--- config.mk ---
export PLATFORM = sky130hd
export DESIGN_NAME = sipo_framer
export DESIGN_NICKNAME = d
export VERILOG_FILES = /design/src/rtl/sipo_pkg.sv /design/src/rtl/sipo_shift_core.sv /design/src/rtl/sipo_framer.sv
export SDC_FILE = /design/constraint.sdc
export NUM_CORES = 1
export LEC_CHECK = 0
export CAP_MARGIN = 10
export CORE_MARGIN = 1.5
export CORE_UTILIZATION = 40
export DETAILED_ROUTE_END_ITERATION = 16
export PLACE_DENSITY = 0.61
export SETUP_SLACK_MARGIN = 0.2
export SLEW_MARGIN = 10
export SYNTH_ARGS = -nofsm -noshare
export SYNTH_HDL_FRONTEND = slang
export SYNTH_SLANG_ARGS = --single-unit
--- constraint.sdc ---
create_clock -name clock -period 4.1 [get_ports clock]
set_clock_uncertainty 0.05 [all_clocks]
set_input_delay 0.82 -clock clock [delete_from_list [all_inputs] [get_ports clock]]
set_output_delay 0.82 -clock clock [all_outputs]
set_load 0.1 [all_outputs]
--- src/rtl/sipo_pkg.sv ---
// Shared definitions for the SIPO deframer: counter width helper and
// output-register state encoding.
package sipo_pkg;

    typedef enum logic {
        EMPTY = 1'b0,
        FULL  = 1'b1
    } out_state_t;

    function automatic int cnt_w(input int width);
        int w;
        w = $clog2(width);
        return (w < 1) ? 1 : w;
    endfunction

endpackage : sipo_pkg

--- src/rtl/sipo_shift_core.sv ---
// Serial shift register with qualified input, frame-position counter and a
// completion strobe that presents the finished word in the same cycle.
module sipo_shift_core
    import sipo_pkg::*;
#(
    parameter int  WIDTH     = 8,
    parameter bit  MSB_FIRST = 1'b1,
    localparam int CNT_W     = cnt_w(WIDTH)
) (
    input  logic             clock,
    input  logic             reset,
    input  logic             clear,
    input  logic             d_valid,
    input  logic             d_in,
    output logic [WIDTH-1:0] word,
    output logic             done,
    output logic [CNT_W-1:0] bit_cnt
);

    localparam logic [CNT_W-1:0] LAST = CNT_W'(WIDTH - 1);

    logic [WIDTH-1:0] sh;
    logic             last;

    // NOTE: every combinational output gets a value on every path; a missing
    // assignment here would silently infer a latch.
    always_comb begin
        word = '0;
        if (MSB_FIRST) begin
            word = {sh[WIDTH-2:0], d_in};
        end else begin
            word = {d_in, sh[WIDTH-1:1]};
        end
    end

    assign last = (bit_cnt == LAST);
    assign done = d_valid && last && !clear;

    // NOTE: sequential state uses non-blocking assignments so every register
    // samples the pre-edge values, independent of statement order.
    always_ff @(posedge clock or negedge reset) begin
        if (!reset) begin
            sh      <= '0;
            bit_cnt <= '0;
        end else if (clear) begin
            sh      <= '0;
            bit_cnt <= '0;
        end else if (d_valid) begin
            if (last) begin
                // The completed word leaves through 'word'; start the next frame clean.
                sh      <= '0;
                bit_cnt <= '0;
            end else begin
                sh      <= word;
                bit_cnt <= bit_cnt + 1'b1;
            end
        end
    end

endmodule : sipo_shift_core

--- src/rtl/sipo_framer.sv ---
// Parametrised serial-in/parallel-out deframer with a valid/ready output
// register and sticky overrun flag.
module sipo_framer
    import sipo_pkg::*;
#(
    parameter int  WIDTH     = 8,
    parameter bit  MSB_FIRST = 1'b1,
    localparam int CNT_W     = cnt_w(WIDTH)
) (
    input  logic             clock,
    input  logic             reset,
    input  logic             clear,
    input  logic             d_valid,
    input  logic             d_in,
    input  logic             out_ready,
    output logic [WIDTH-1:0] d_out,
    output logic             out_valid,
    output logic [CNT_W-1:0] bit_cnt,
    output logic             overrun
);

    if (WIDTH < 2 || WIDTH > 64) begin : g_bad_width
        $fatal(1, "sipo_framer: WIDTH must be in 2..64");
    end

    logic [WIDTH-1:0] word;
    logic             done;
    out_state_t       state;
    out_state_t       next_state;
    logic             overrun_set;

    sipo_shift_core #(
        .WIDTH     (WIDTH),
        .MSB_FIRST (MSB_FIRST)
    ) u_core (
        .clock   (clock),
        .reset   (reset),
        .clear   (clear),
        .d_valid (d_valid),
        .d_in    (d_in),
        .word    (word),
        .done    (done),
        .bit_cnt (bit_cnt)
    );

    // A completion always wins over a pop; it only loses data if nobody
    // takes the word that is still sitting in the register.
    always_comb begin
        next_state  = state;
        overrun_set = 1'b0;
        if (done) begin
            next_state = FULL;
            if (state == FULL && !out_ready) begin
                overrun_set = 1'b1;
            end
        end else if (state == FULL && out_ready) begin
            next_state = EMPTY;
        end
    end

    // NOTE: all state, including the data register, is reset so no stale
    // word can ever appear after reset release.
    always_ff @(posedge clock or negedge reset) begin
        if (!reset) begin
            state <= EMPTY;
        end else if (clear) begin
            state <= EMPTY;
        end else begin
            state <= next_state;
        end
    end

    always_ff @(posedge clock or negedge reset) begin
        if (!reset) begin
            d_out   <= '0;
            overrun <= 1'b0;
        end else if (clear) begin
            d_out   <= '0;
            overrun <= 1'b0;
        end else begin
            if (done) begin
                d_out <= word;
            end
            if (overrun_set) begin
                overrun <= 1'b1;
            end
        end
    end

    assign out_valid = (state == FULL);

endmodule : sipo_framer

==> results_dict.tcl <==
set metrics [dict create \
    firstDrtPassIters 4 \
    ys_seq_elements 20 \
    cellPowerDensity_nw_per_um2 303 \
    rsz0062_at_grt "false" \
    grt_pass1_wl_um 2840 \
    setup_viol 0 \
    core_area_um2 2250 \
    htree_num_levels 1 \
    switching_power_mw 0.0860 \
    p_total_mw 0.352 \
    synth_nets 97 \
    worst_pin_slew_ns 0.968 \
    start_util_pct 43.0 \
    synth_cells 89 \
    grt_overflow 0 \
    clkTransAtPathRegs_ns 0.11 \
    dieWidth_um 52.2 \
    boundaryPins 19 \
    seqPwrFrac_pct 57.4 \
    path_cells "clkdlybuf4s50_1" \
    setup_tns_ns 0 \
    r2r_end "u_core.bit_cnt[0]$_DFFE_PN0P_" \
    grtUsageTotal_pct 14.6 \
    drv_cap 0 \
    seq_area_um2 500 \
    wl_per_cell_um 12.4 \
    io_buffers 18 \
    reg2regPathDepth 4 \
    ir_drop_uv 183 \
    cp.arrival_ns 1.85 \
    grt_pass1_vias 631 \
    worstSkewPairLatency_ns 0.29 \
    maxSlewViolCount 0 \
    syn_area_per_cell_um2 10.9 \
    drive_gt1_share_pct 12.6 \
    p_int_mw 0.266 \
    reg2reg_from "u_core.bit_cnt[0]$_DFFE_PN0P_" \
    finalCriticalPeriod_ns 2.72 \
    clock_path_buffers 2 \
    multi_input_area_um2 397 \
    nFillCells 222 \
    die_area_um2 2730 \
    die_y_um 52.2 \
    drcViolationCount 0 \
    cts_setup_buffers 0 \
    postRouteAntennaNets 0 \
    antenna-diode-count 0 \
    cp.buffers_inverters 1 \
    seq_area_frac_synth_pct 51.7 \
    hpwl_um 1070 \
    num_vias 668 \
    slew_headroom_pct 35.3 \
    crit_family "buffers and inverters" \
    drt_iter0_drc 3 \
    clock_sinks 20 \
    rrSetupSlack_ns 2.29 \
    path_class "reg2out" \
    area_growth_syn_to_layout_pct 19.8 \
    cp_max_fo 4 \
    cts_tree "done" \
    worst_setup_path_start_kind "flip-flop" \
    fmaxAchievable_mhz 368 \
    leakage_nw 0.482 \
    hold-path-endpoint "overrun$_DFFE_PN0P_" \
    drt_wl_total_um 1630 \
    yosysUniqueCellTypes 18 \
    combPwrFrac_pct 10.9 \
    cts.repair.resized 0 \
    status "completed" \
    pre_cts_ws_ns 1.56 \
    min_from "overrun$_DFFE_PN0P_" \
    setup_ws_ns 1.38 \
    fin_nets 112 \
    period_share_pct 66.3 \
    hold_viol_final 0 \
    hold_path_class "reg2reg" \
    required_ns 3.23 \
    swShare_pct 24.4 \
    holdPathStages 2 \
    grt_antenna_before_repair 0 \
    viasPerCell 5.10 \
    pwr-share-clk_pct 31.7 \
    ys_warn_count 0 \
    slowest_delay_ns 1.15 \
    ctsHoldBuffers 0 \
    critPathCaptureType "output port" \
    grt_max_degree 27 \
    rows 17 \
    place_congestion 0.704 \
    syn_area_um2 968 \
    cts_buffers 3 \
    cts-root-buf "clkbuf_4" \
    slowest_stage "clkdlybuf4s50_1" \
]
power by group through the flow:
stage	clock network [mW]	logic [mW]	registers, mW
finish	0.111	0.0384	0.202
global route	0.124	0.0417	0.202
CTS	0.117	0.0389	0.202
detailed placement	0	0.0388	0.206
global placement	0	0.0387	0.206
floorplan	0	0.0160	0.217
state kept, by name (all words and copies together), names as in the netlist:
register,cells
out_valid,1
u_core.bit_cnt,3
d_out,8
overrun,1
u_core.sh,7
per-stage QoR:
stage	hold WS (ns)	util, %	instances	instance area, um^2
2_1_floorplan	0.460	-	89	968
3_3_place_gp	0.458	49.8	127	1120
3_5_place_dp	0.461	49.8	127	1120
4_1_cts	0.478	51.4	131	1160
5_1_grt	0.509	51.4	131	1160
6_report	0.477	51.4	131	1160
Yosys cell counts:
cell type | n | area (um^2)
nor2_1 | 2 | 7.51
dfrtp_1 | 20 | 500
nand3_1 | 8 | 40.0
inv_1 | 1 | 3.75
a21bo_2 | 7 | 70.1
mux2i_1 | 2 | 20.0
buf_2 | 3 | 15.0
or3b_1 | 1 | 8.76
ha_1 | 2 | 25.0
nand2_1 | 1 | 3.75
clkbuf_1 | 2 | 7.51
buf_6 | 4 | 45.0
nand3b_1 | 7 | 52.6
nand2b_1 | 9 | 56.3
nand4b_1 | 1 | 8.76
a21oi_2 | 1 | 8.76
a21bo_1 | 1 | 10.0
a21oi_1 | 17 | 85.1
cell usage in the layout, fill, tap and decap left out:
master / instances
clkdlybuf4s50_1: 18
nand2b_1: 9
buf_4: 1
nand3b_1: 7
nand2_1: 1
nor2_1: 2
nand3_1: 8
dfrtp_1: 20
ha_1: 2
a21bo_2: 7
clkbuf_8: 1
a21oi_1: 17
nand4b_1: 1
mux2i_1: 2
or3b_1: 1
a21bo_1: 1
clkbuf_4: 3
a21oi_2: 1
inv_1: 1
logic make-up (layout without fill, tap and decap cells):
family / after synthesis / in the layout / synth area share (%)
and+or+nand+nor: 29 / 29 / 18.3
AOI/OAI and AO/OA: 26 / 26 / 18.0
DFF: 20 / 20 / 51.7
buffers and inverters: 10 / 24 / 7.36
adders and majority gates: 2 / 2 / 2.58
muxes: 2 / 2 / 2.07
metal layers:
metal | vias to the layer above | share of wire (%) | track usage, %
met5 | - | 0 | 0
met4 | 0 | 0.98 | 7.69
met3 | 2 | 3.5 | 3.71
met2 | 9 | 48 | 23.0
met1 | 321 | 47 | 18.3
li1 | 336 | - | -
worst max path at each step:
| stage | start | end | cells after the start |
|---|---|---|---|
| after floorplan | u_core.bit_cnt[0]$_DFFE_PN0P_ | u_core.bit_cnt[0]$_DFFE_PN0P_ | 5 |
| after global placement | d_valid | u_core.bit_cnt[0]$_DFFE_PN0P_ | 4 |
| after detailed placement | d_valid | u_core.bit_cnt[0]$_DFFE_PN0P_ | 4 |
| after CTS | u_core.bit_cnt[0]$_DFFE_PN0P_ | bit_cnt[0] | 1 |
| after global routing | u_core.bit_cnt[0]$_DFFE_PN0P_ | bit_cnt[0] | 1 |
| final | u_core.bit_cnt[0]$_DFFE_PN0P_ | bit_cnt[0] | 1 |
final cells by class:
cell class,count,area share [%]
clock buffer,4,3.13
inverter,1,0.324
multi-input combinational,59,34.2
sequential,20,43.2
tap,28,3.02
timing repair buffer,19,16.2
No activity file was read; power rests on OpenSTA's default activity.
